## src/rtl/cfg_updown_counter.sv

```systemverilog
// Up/down counter with a runtime terminal value, load/hold, wrap or saturate
// at the limits, and a prescaler that sets how many eligible cycles make one step.
module cfg_updown_counter #(
  parameter  int WIDTH    = 8,
  parameter  int PRESCALE = 1,
  localparam int PS_W     = (PRESCALE > 1) ? $clog2(PRESCALE) : 1
) (
  input  logic             clk,
  input  logic             rst,
  input  logic             load,
  input  logic             hold,
  input  logic             up,
  input  logic             saturate,
  input  logic [WIDTH-1:0] load_value,
  input  logic [WIDTH-1:0] max_value,
  output logic [WIDTH-1:0] count,
  output logic             tc,
  output logic             step,
  output logic             at_zero,
  output logic             at_max
);

  logic [WIDTH-1:0] r_count;
  logic [PS_W-1:0]  r_ps;
  logic             r_tc;
  logic             r_step;

  logic             w_ps_done;
  logic             w_bnd;
  logic [WIDTH-1:0] w_next;
  logic [WIDTH-1:0] w_load_val;

  function automatic logic [WIDTH-1:0] f_clamp(input logic [WIDTH-1:0] v,
                                               input logic [WIDTH-1:0] m);
    return (v > m) ? m : v;
  endfunction

  // Compare before add/subtract so the all-ones count never overflows.
  function automatic logic [WIDTH-1:0] f_next(input logic [WIDTH-1:0] cnt,
                                              input logic [WIDTH-1:0] m,
                                              input logic             dir_up,
                                              input logic             sat);
    if (dir_up) begin
      if (cnt >= m) return sat ? m : '0;
      return cnt + WIDTH'(1);
    end
    if (cnt == '0) return sat ? '0 : m;
    return cnt - WIDTH'(1);
  endfunction

  assign w_ps_done  = (r_ps == PS_W'(PRESCALE - 1));
  assign w_bnd      = up ? (r_count >= max_value) : (r_count == '0);
  assign w_next     = f_next(r_count, max_value, up, saturate);
  assign w_load_val = f_clamp(load_value, max_value);

  always_ff @(posedge clk or posedge rst) begin
    if (rst) begin
      r_count <= '0;
      r_ps    <= '0;
      r_tc    <= 1'b0;
      r_step  <= 1'b0;
    end else if (load) begin
      r_count <= w_load_val;
      r_ps    <= '0;
      r_tc    <= 1'b0;
      r_step  <= 1'b0;
    end else if (hold) begin
      r_tc    <= 1'b0;
      r_step  <= 1'b0;
    end else if (w_ps_done) begin
      r_count <= w_next;
      r_ps    <= '0;
      r_tc    <= w_bnd;
      r_step  <= 1'b1;
    end else begin
      r_ps    <= r_ps + PS_W'(1);
      r_tc    <= 1'b0;
      r_step  <= 1'b0;
    end
  end

  assign count   = r_count;
  assign tc      = r_tc;
  assign step    = r_step;
  assign at_zero = (r_count == '0);
  assign at_max  = (r_count >= max_value);

endmodule
```

## config.mk

```make
export PLATFORM = sky130hd
export DESIGN_NAME = cfg_updown_counter
export DESIGN_NICKNAME = d
export VERILOG_FILES = /design/src/rtl/cfg_updown_counter.sv
export SDC_FILE = /design/constraint.sdc
export NUM_CORES = 1
export LEC_CHECK = 0
export BUFFER_PORTS_ARGS = -buffer_cell sky130_fd_sc_hd__buf_2
export CORE_MARGIN = 2
export CORE_UTILIZATION = 45
export CTS_CLUSTER_SIZE = 10
export DETAILED_ROUTE_END_ITERATION = 6
export PLACE_DENSITY = 0.65
export SKIP_CTS_REPAIR_TIMING = 1
export SLEW_MARGIN = 10
export SYNTH_ARGS = -nofsm -noshare
export SYNTH_HDL_FRONTEND = slang
export SYNTH_SLANG_ARGS = --single-unit
```

## constraint.sdc

```tcl
create_clock -name clk -period 6.3 [get_ports clk]
set_clock_uncertainty 0.1 [all_clocks]
set_input_delay 0.63 -clock clk [delete_from_list [all_inputs] [get_ports clk]]
set_output_delay 0.63 -clock clk [all_outputs]
set_load 0.02 [all_outputs]
```

# Yosys cells after proc, flatten, opt, wreduce, memory -nomap -nowiden
# Cells that the tools add are included.
# Widths: inputs -> output; s select.
dict set report op_classes {
  addsub 3
  magnitude_cmp 2
  n_eq_ne 2
  mux 27
  reduce_logical 2
}
# cell count
set op_table {}
lappend op_table {{$mux 8} 12}
lappend op_table {{$mux 1} 15}
lappend op_table {{$add 8x1->8 const B} 1}
lappend op_table {{$ge 8x8->1} 1}
lappend op_table {{$gt 8x8->1} 1}
lappend op_table {{$logic_not 8->1} 1}
lappend op_table {{$sub 8x1->8 const B} 1}
lappend op_table {{$ne 2x2->1 const B} 2}
lappend op_table {{$reduce_and 2->1} 1}
lappend op_table {{$add 1x1->1 const B} 1}
dict set report word_totals {
  regBits 11
  input_bits 22
  output_inout_bits 12
  word_cells 40
}

# Logic depth before layout (Yosys ltp)
# Gate-level depths: netlist of the first run.
dict set report depth {
  word_depth 11
  ltp_mapped 9
  ltp_nobuf 9
}

# Worst setup path before layout of the first run
# OpenSTA, ideal clock, no wires.
dict set report synth_timing {
  path_type {reg-to-output}
  startpoint {register r_count[0], in the netlist count[0]}
  endpoint {output at_max}
  arrival_time_ps 1871
  t_required_ps 5570
  slack_ps 3699
  path_stages_with_launch 7
  path_buffers 0
  path_cell_list {dfrtp_1 inv_2 ha_1 nand2b_1 a2111o_1 o2111ai_2 nand2_1}
}
dict set report synth_via {
  elab_chain_len 1
}
# item line
set synth_lines {}
lappend synth_lines {{from (decl)} 23} ;# logic [WIDTH-1:0] r_count;
lappend synth_lines {{from (signal assigned)} 63} ;# r_count <= w_load_val;
lappend synth_lines {{from (signal assigned)} 71} ;# r_count <= w_next;
lappend synth_lines {{$ge 8x8->1} 86} ;# assign at_max = (r_count >= max_value);
lappend synth_lines {{to (decl)} 20} ;# output logic at_max
# No other way between the ends.

# Final worst setup path of the first run
# Same ends and word-level chain as after synthesis.

==> flow_metrics.tcl, run 1 <==
set metrics [dict create \
    grt_pass1_wl_microns 7948 \
    h-tree-depth 1 \
    portBuffers 33 \
    endpoint_kind "output port" \
    cap_violations 0 \
    grt_max_degree 17 \
    drive_gt1_share_pct 22.64 \
    grt_pass1_vias 1550 \
    wl_per_cell_microns 17.86 \
    drt_iter0_markers 100 \
    path_cells "inv_2 -> ha_1 -> nand2b_1 -> a2111o_1 -> o2111ai_2 -> nand2_1 -> buf_2" \
    hpwl_microns 3607 \
    core_area_sq_um 3284 \
    timing.final.hold_violations 0 \
    gp_congestion 0.9373 \
    dieHeight_microns 62.20 \
    async_flop_share_pct 100.0 \
    placementRows 21 \
    synth_top_area_share_pct 16.42 \
    min_period_ps 3306 \
    initial_core_util_pct 46.40 \
    boundaryPins 34 \
    ys_seq_area_share_pct 16.42 \
    first_pass_iters 4 \
    cts_buffers 3 \
    fill_cells 337 \
    synth_cells 186 \
    yosysUniqueCellTypes 51 \
    vias_per_cell 6.248 \
    ys.warnings.count 0 \
    leakage_nw 0.8065 \
    yosysTopAreaCell "dfrtp_1" \
    clkLatencyLatePin_ps 270 \
    drc 0 \
    cp-startpoint "count[0]$_DFFE_PP0P_" \
    multi_input_comb_area_sq_um 1146 \
    grtUsageTotal_pct 25.46 \
    crit_fanout 16 \
    fin_nets 255 \
    rr_startpoint "count[0]$_DFFE_PP0P_" \
    synth-edff-count 0 \
    setup_viol 0 \
    clockRootBuffer "clkbuf_4" \
    worst-setup-path-type "register to output port" \
    holdCritPathClass "input port to async pin" \
    place_area_sq_um 1690 \
    clock_path_buffers 2 \
    rrSetupSlack_ps 3570 \
    grt_overflow 0 \
    critPathArrivalTime_ps 2580 \
    tns_ps 0 \
    slowest_stage "dfrtp_1" \
    antenna_found_initial 0 \
    setup_ws_ps 2994 \
    ys_seq_elements 10 \
    syn_area_per_cell_sq_um 8.193 \
    tightest_slew_ps 727.0 \
    final_area_sq_um 1713 \
    status "finished clean" \
    synth_area_leaders "dfrtp_1 (16%), ha_1 (16%), mux2i_1 (4.6%)" \
    timing.fmax_mhz 302.5 \
    timing.final.crit_share_pct 52.47 \
    syn_area_sq_um 1524 \
    ir_worst_vdd_mv 0.08133 \
    slew_viol_final 0 \
    dieArea_sq_um 3868 \
    synthFlopType "dfrtp_1" \
    rsz0062_at_grt "false" \
    worstRegToRegCells 8 \
    slowest_delay_ps 580 \
    clk_pin_slew_ps 80 \
    diodes 0 \
    cts_tree "done" \
    regArea_sq_um 250.2 \
    dp_slack_ps 3223 \
    p_per_area_nw_per_um2 193.5 \
    maxSlewHeadroom_pct 51.53 \
    synth_fp_nets 227 \
    worstReg2RegEnd "count[7]$_DFFE_PP0P_" \
    worstPathRequired_ps 5570 \
    syn_to_final_growth_pct 12.40 \
    clock-sinks 10 \
    die_w_microns 62.20 \
    antenna_left 0 \
    vias 1612 \
    routed_wl_microns 4608 \
    worst_setup_path_start_kind "register" \
]
layout by cell type, fill, tap and decap left out, types with 3 or more instances in the layout:
cell type	netlist	final
buf_2	3	33
ha_1	19	19
inv_1	14	14
nor2_1	12	12
nand2_1	10	10
a21oi_1	10	10
dfrtp_1	10	10
a211oi_1	7	7
mux2i_1	7	7
o211ai_1	5	5
nand3_1	5	5
and3_1	5	5
xnor2_1	5	5
nand4_1	4	4
a22oi_1	4	4
nor3_1	4	4
a31oi_1	4	4
a21o_1	3	3
xor2_1	3	3
nor2b_1	3	3
o21ai_1	3	3
o311ai_1	3	3
clkbuf_4	0	3
registers in the layout (all words and copies together), names as in the netlist:
signal / cells
step: 1
count: 8
tc: 1
worst max-delay path: cells and delay by family, from the launching register on:
family	cells	cell delay, ps
DFF	1	580
buffers and inverters	2	340
and+or+nand+nor	2	380
AOI/OAI and AO/OA	2	720
adders and majority gates	1	280
area by class of cell:
| cell class | count | share of cell area, % |
|---|---|---|
| flip-flops and latches | 10 | 14.61 |
| multi-input cells | 148 | 66.91 |
| inverters | 17 | 3.725 |
| clock buffers | 3 | 1.315 |
| well taps | 46 | 3.360 |
| repair buffers | 34 | 10.08 |
power by group:
part | total, W | switching, W | internal (W)
clock | 0.0000473 | 0.0000252 | 0.0000221
sequential | 0.000106 | 0.0000326 | 0.0000732
combinational | 0.000178 | 0.000100 | 0.0000778
total | 0.000331 | 0.000158 | 0.000173
cell usage after synthesis, types with 5 or more instances:
master,instances
nor2_1,12
a211oi_1,7
clkbuf_1,5
a21oi_1,10
nand2_1,10
xnor2_1,5
and3_1,5
o211ai_1,5
ha_1,19
dfrtp_1,10
inv_1,14
nand3_1,5
mux2i_1,7
cell families (layout without fill, tap and decap cells):
group / Yosys count / after routing / share of synthesized area (%)
AND/OR/NAND/NOR: 54 / 54 / 21.10
adder cells (fa/ha/maj): 19 / 19 / 15.60
multiplexers: 8 / 8 / 5.337
buffers and inverters: 28 / 54 / 8.374
AO/OA/AOI/OAI: 59 / 59 / 28.57
flip-flops: 10 / 10 / 16.42
XOR/XNOR: 8 / 8 / 4.598
how the worst max path moves through the flow:
stage,slack (ps),endpoint
floorplan,3700,at_max
global placement,3250,at_max
detailed placement,3220,at_max
CTS,3030,at_max
global route,2850,at_max
finish,2990,at_max
routing by layer:
layer  vias up  wire length, microns  global-route usage, %
met5         -                     0                      0
met2        78                  2206                  41.44
li1        761                     -                      -
met3         8                   365                  2.717
met1       765                  1977                  36.10
met4         0                    59                  6.389
metrics by stage:
stage | power (W) | hold slack (ps) | cells | utilization [%]
2_1_floorplan | 0.0002334 | 370.2 | 186 | -
3_3_place_gp | 0.0002803 | 555.2 | 255 | 51.47
3_5_place_dp | 0.0002834 | 561.8 | 255 | 51.47
4_1_cts | 0.0003318 | 259.2 | 258 | 52.15
5_1_grt | 0.0003578 | 290.4 | 258 | 52.15
6_report | 0.0003314 | 242.3 | 258 | 52.15
Note: power is estimated with default switching activity, not from simulation.
==> run 2: changes to the inputs <==
--- a/config.mk
+++ b/config.mk
@@ -5,12 +5,13 @@
 export SDC_FILE = /design/constraint.sdc
 export NUM_CORES = 1
 export LEC_CHECK = 0
+export ABC_AREA = 1
 export BUFFER_PORTS_ARGS = -buffer_cell sky130_fd_sc_hd__buf_2
 export CORE_MARGIN = 2
 export CORE_UTILIZATION = 45
 export CTS_CLUSTER_SIZE = 10
 export DETAILED_ROUTE_END_ITERATION = 6
-export PLACE_DENSITY = 0.65
+export PLACE_DENSITY = 0.67
 export SKIP_CTS_REPAIR_TIMING = 1
 export SLEW_MARGIN = 10
 export SYNTH_ARGS = -nofsm -noshare
==> constraint.sdc (replaced) <==
create_clock -name clk -period 2.65 [get_ports clk]
set_clock_uncertainty 0.1 [all_clocks]
set_input_delay 0.265 -clock clk [delete_from_list [all_inputs] [get_ports clk]]
set_output_delay 0.265 -clock clk [all_outputs]
set_load 0.02 [all_outputs]
==> flow_metrics.tcl, run 2 <==
set metrics [dict create \
    critPathArrivalTime_ps 1980 \
    synthFlopType "dfrtp_1" \
    worst-setup-path-type "register to output port" \
    dieHeight_microns 64.35 \
    placementRows 21 \
    dp_cells 358 \
    first_pass_iters 4 \
    crit_fanout 10 \
    rsz0062_at_grt "false" \
    syn_area_sq_um 1639 \
    tightest_slew_ps 443.4 \
    grtUsageTotal_pct 23.07 \
    clockRootBuffer "clkbuf_4" \
    vias_per_cell 5.077 \
    ys.warnings.count 0 \
    wl_per_cell_microns 12.20 \
    synth_area_leaders "nand2_1 (20%), dfrtp_1 (15%), ha_1 (15%)" \
    synth-edff-count 0 \
    cts_tree "done" \
    fin_nets 359 \
    antenna_left 0 \
    routed_wl_microns 4417 \
    core_area_sq_um 3416 \
    tns_ps 0 \
    status "finished clean" \
    drc 0 \
    grt_max_degree 15 \
    final_area_sq_um 1873 \
    syn_to_final_growth_pct 14.28 \
    grt_pass1_wl_microns 7659 \
    path_cells "ha_1 -> a21oi_1 -> o21a_1 -> nand2_2 -> buf_2" \
    worstHoldStart "hold" \
    yosysUniqueCellTypes 25 \
    clock-sinks 10 \
    synth_top_area_share_pct 19.69 \
    drive_gt1_share_pct 16.46 \
    largest_register_ffs 8 \
    ys_seq_elements 10 \
    timing.final.crit_share_pct 88.46 \
    whs_ps 155.5 \
    yosysTopAreaCell "nand2_1" \
    fin_util_pct 54.84 \
    timing.final.hold_violations 0 \
    final_common_cell "nand2_1" \
    maxSlewHeadroom_pct 70.41 \
    initial_core_util_pct 47.99 \
    synth_fp_nets 325 \
    async_flop_share_pct 100.0 \
    worst_setup_path_start_kind "register" \
    gp_congestion 0.8670 \
    clk_pin_slew_ps 60 \
    leakage_nw 1.172 \
    final_cell_mix "nand2_1 (86), inv_1 (47), nand3_1 (39)" \
    cts_buffers 3 \
    rr_startpoint "count[5]$_DFFE_PP0P_" \
    clock_path_buffers 2 \
    antenna_found_initial 0 \
    setup_viol 0 \
    slowest_delay_ps 530 \
    h-tree-depth 1 \
    ir_worst_vdd_mv 0.2145 \
    ys_seq_area_share_pct 15.27 \
    yosysMostFrequentCell "nand2_1" \
    grt_pass1_vias 1665 \
    hpwl_microns 3684 \
    cp-startpoint "count[5]$_DFFE_PP0P_" \
    synth_cells 284 \
    p_per_area_nw_per_um2 437.1 \
    drt_iter0_markers 88 \
    min_period_ps 2344 \
    timing.fmax_mhz 426.6 \
    boundaryPins 34 \
    place_area_sq_um 1841 \
    slew_viol_final 0 \
    dieArea_sq_um 4141 \
    diodes 0 \
    worstPathRequired_ps 2290 \
    grt_overflow 0 \
    die_w_microns 64.35 \
    endpoint_kind "output port" \
    portBuffers 33 \
    cap_violations 0 \
    slowest_stage "dfrtp_1" \
    clkLatencyLatePin_ps 270 \
    netlist_top_cells_count "nand2_1 (86), inv_1 (47), nand3_1 (39)" \
    final_cells 362 \
    vias 1838 \
    holdCritPathClass "input port to register" \
    syn_area_per_cell_sq_um 5.771 \
]
## run 2: kinds of logic (layout without fill, tap and decap cells)
kind of cell    count (synthesis)  after routing  share of synthesized area [%]
simple gates                  174            174                          47.48
buf+inv                        54             86                          12.82
compound gates                 21             21                          6.718
fa+ha+maj                      19             19                          14.50
flops                          10             10                          15.27
xor+xnor                        6              6                          3.206
## run 2: metrics by stage
stage	power (W)	worst slack, ps
after floorplan	0.0005775	727.3
after global placement	0.0007106	638.6
after detailed placement	0.0007131	629.0
after CTS	0.0008133	327.5
after global routing	0.0008996	194.0
final	0.0008187	305.7
## run 2: layout make-up
class                           count  area, sq um
Clock buffer                        3        22.52
Fill cell                         363         1543
Inverter                           48        181.4
Multi-Input combinational cell    220         1179
Sequential cell                    10        250.2
Tap cell                           46        57.56
Timing Repair Buffer               35        182.7
## run 2: metal layers
metal	up-vias	track usage (%)	wire (microns)
met5	-	0	0
met4	0	5.585	40
met3	5	1.232	252
met2	58	39.06	2063
met1	820	32.11	2060
li1	955	-	-
## run 2: where the power goes
part / total, W / switching (W) / internal, W
Sequential: 0.000221 / 0.0000453 / 0.000175
Clock: 0.000104 / 0.0000516 / 0.0000525
Combinational: 0.000494 / 0.000316 / 0.000178
## run 2: path summary, 6_finish.rpt
check,to,slack [ps],cells past startpoint
worst max-delay path,at_max,310,5
worst min-delay path,step$_DFF_PP0_,160,2
worst max register to register,count[2]$_DFFE_PP0P_,570,9
worst min register to register,count[3]$_DFFE_PP0P_,590,2
max in group asynchronous,count[5]$_DFFE_PP0P_,1760,3
min in group asynchronous,count[4]$_DFFE_PP0P_,420,3
## run 2: worst max-delay path, delay by kind of cell (launching register included)
family          cells  cell delay (ps)
flops               1              530
compound gates      2              470
fa+ha+maj           1              310
simple gates        1              200
buf+inv             1              200
==> run 3: changes to the inputs <==
--- a/config.mk
+++ b/config.mk
@@ -5,13 +5,12 @@
 export SDC_FILE = /design/constraint.sdc
 export NUM_CORES = 1
 export LEC_CHECK = 0
-export ABC_AREA = 1
 export BUFFER_PORTS_ARGS = -buffer_cell sky130_fd_sc_hd__buf_2
 export CORE_MARGIN = 2
 export CORE_UTILIZATION = 45
 export CTS_CLUSTER_SIZE = 10
 export DETAILED_ROUTE_END_ITERATION = 6
-export PLACE_DENSITY = 0.67
+export PLACE_DENSITY = 0.68
 export SKIP_CTS_REPAIR_TIMING = 1
 export SLEW_MARGIN = 10
 export SYNTH_ARGS = -nofsm -noshare
==> flow_metrics.tcl, run 3 (same netlist as run 1, synthesis figures left out) <==
set metrics [dict create \
    grt_overflow 0 \
    gp_congestion 0.9060 \
    final_common_cell "buf_2" \
    p_per_area_nw_per_um2 485.0 \
    drive_gt1_share_pct 26.79 \
    antenna_found_initial 0 \
    drc 0 \
    worstRegToRegCells 8 \
    rsz0062_at_grt "false" \
    h-tree-depth 1 \
    maxSlewHeadroom_pct 67.07 \
    clockRootBuffer "clkbuf_4" \
    tightest_slew_ps 493.4 \
    vias 1616 \
    largest_register_ffs 8 \
    rrSetupSlack_ps 310 \
    hold_path_end "tc$_DFF_PP0_" \
    boundaryPins 34 \
    leakage_nw 0.8662 \
    initial_core_util_pct 46.40 \
    worstHoldStart "hold" \
    dieHeight_microns 62.20 \
    endpoint_kind "output port" \
    timing.fmax_mhz 400.2 \
    min_path_cells 2 \
    grt_max_degree 17 \
    routed_wl_microns 4665 \
    core_area_sq_um 3284 \
    drt_iter0_markers 70 \
    timing.final.hold_violations 0 \
    antenna_left 0 \
    crit_buf_inv 2 \
    slew_viol_final 0 \
    critPathArrivalTime_ps 2130 \
    hpwl_microns 3524 \
    placementRows 21 \
    grt_pass1_wl_microns 7707 \
    final_cell_mix "buf_2 (33), ha_1 (19), inv_1 (14)" \
    setup_viol 0 \
    place_area_sq_um 1765 \
    grt_pass1_vias 1594 \
    crit_fanout 16 \
    holdCritPathClass "input port to register" \
    final_area_sq_um 1826 \
    first_pass_iters 4 \
    worstReg2RegEnd "count[7]$_DFFE_PP0P_" \
    clock_path_buffers 2 \
    syn_to_final_growth_pct 19.79 \
    die_w_microns 62.20 \
    grtUsageTotal_pct 24.41 \
    ir_worst_vdd_mv 0.2586 \
    cap_violations 0 \
    portBuffers 33 \
    slowest_delay_ps 450 \
    diodes 0 \
    crit_family "compound AO/OA/AOI/OAI gates" \
    dieArea_sq_um 3868 \
    worstPathRequired_ps 2290 \
    worst_setup_path_start_kind "register" \
    clk_pin_slew_ps 90 \
    slowest_stage "a2111o_1" \
    path_cells "inv_2 -> ha_1 -> nand2b_1 -> a2111o_1 -> o2111ai_4 -> nand2_2 -> buf_2" \
    clock-sinks 10 \
    wl_per_cell_microns 17.28 \
    tns_ps 0 \
    worst-setup-path-type "register to output port" \
    status "finished clean" \
    min_period_ps 2499 \
    cts_buffers 3 \
    clkLatencyLatePin_ps 290 \
    cts_tree "done" \
    vias_per_cell 5.985 \
    rr_startpoint "count[0]$_DFFE_PP0P_" \
    timing.final.crit_share_pct 94.29 \
    fin_nets 266 \
]
[run 3: cell count changes in the layout (fill, tap and decap cells not counted), sizes merged, moves of 3 or more]
| cell | change |
|---|---|
| nand3 | -34 |
| o311ai | +4 |
| xnor2 | +4 |
| mux2i | +7 |
| a211oi | +7 |
| buf | +10 |
| inv | -31 |
| and3 | +6 |
| a31oi | +4 |
| o211ai | +5 |
| nand2 | -82 |
| a22oi | +4 |
| nor2b | +3 |
| nor2 | -24 |
[run 3: layout make-up]
| type | count | area, sq um |
|---|---|---|
| Clock buffer | 4 | 36.28 |
| Fill cell | 326 | 1459 |
| Inverter | 17 | 63.81 |
| Multi-Input combinational cell | 148 | 1160 |
| Sequential cell | 10 | 250.2 |
| Tap cell | 46 | 57.56 |
| Timing Repair Buffer | 45 | 257.7 |
[run 3: per-stage QoR]
step	hold WS, ps	power (W)	cells	util, %	setup slack, ps
final	192.4	0.0008853	270	55.58	151.3
after global placement	182.2	0.0007074	265	53.75	338.9
after global routing	201.8	0.0009440	270	55.58	24.35
after floorplan	5.178	0.0005550	186	-	158.6
after detailed placement	192.5	0.0007092	265	53.75	255.5
after CTS	-112.4	0.0008650	269	54.86	21.62
[run 3: routing by layer]
layer,GRT usage (%),routed length (microns)
met4,6.389,78
met3,5.435,390
met5,0,0
met1,32.33,2030
met2,40.22,2165
[run 3: worst max-delay path by stage]
stage | from | to | slack, ps | cells past startpoint
after floorplan | count[0]$_DFFE_PP0P_ | count[4]$_DFFE_PP0P_ | 160 | 8
after global placement | max_value[0] | count[5]$_DFFE_PP0P_ | 340 | 8
after detailed placement | max_value[0] | count[7]$_DFFE_PP0P_ | 260 | 8
after CTS | count[0]$_DFFE_PP0P_ | at_max | 20 | 7
after global routing | count[0]$_DFFE_PP0P_ | at_max | 20 | 7
final | count[0]$_DFFE_PP0P_ | at_max | 150 | 7
[run 3: worst reg2reg max path, delay by kind of cell (launching register included)]
kind / cells / cell delay (ps)
adders and majority gates: 1 / 230
AOI/OAI and AO/OA: 5 / 1240
DFF: 1 / 400
and+or+nand+nor: 1 / 150
buffers and inverters: 1 / 90
[run 3: power by group]
| group | switching [W] | internal (W) |
|---|---|---|
| combinational | 0.000306 | 0.000221 |
| clock | 0.0000721 | 0.0000837 |
| sequential | 0.0000271 | 0.000175 |
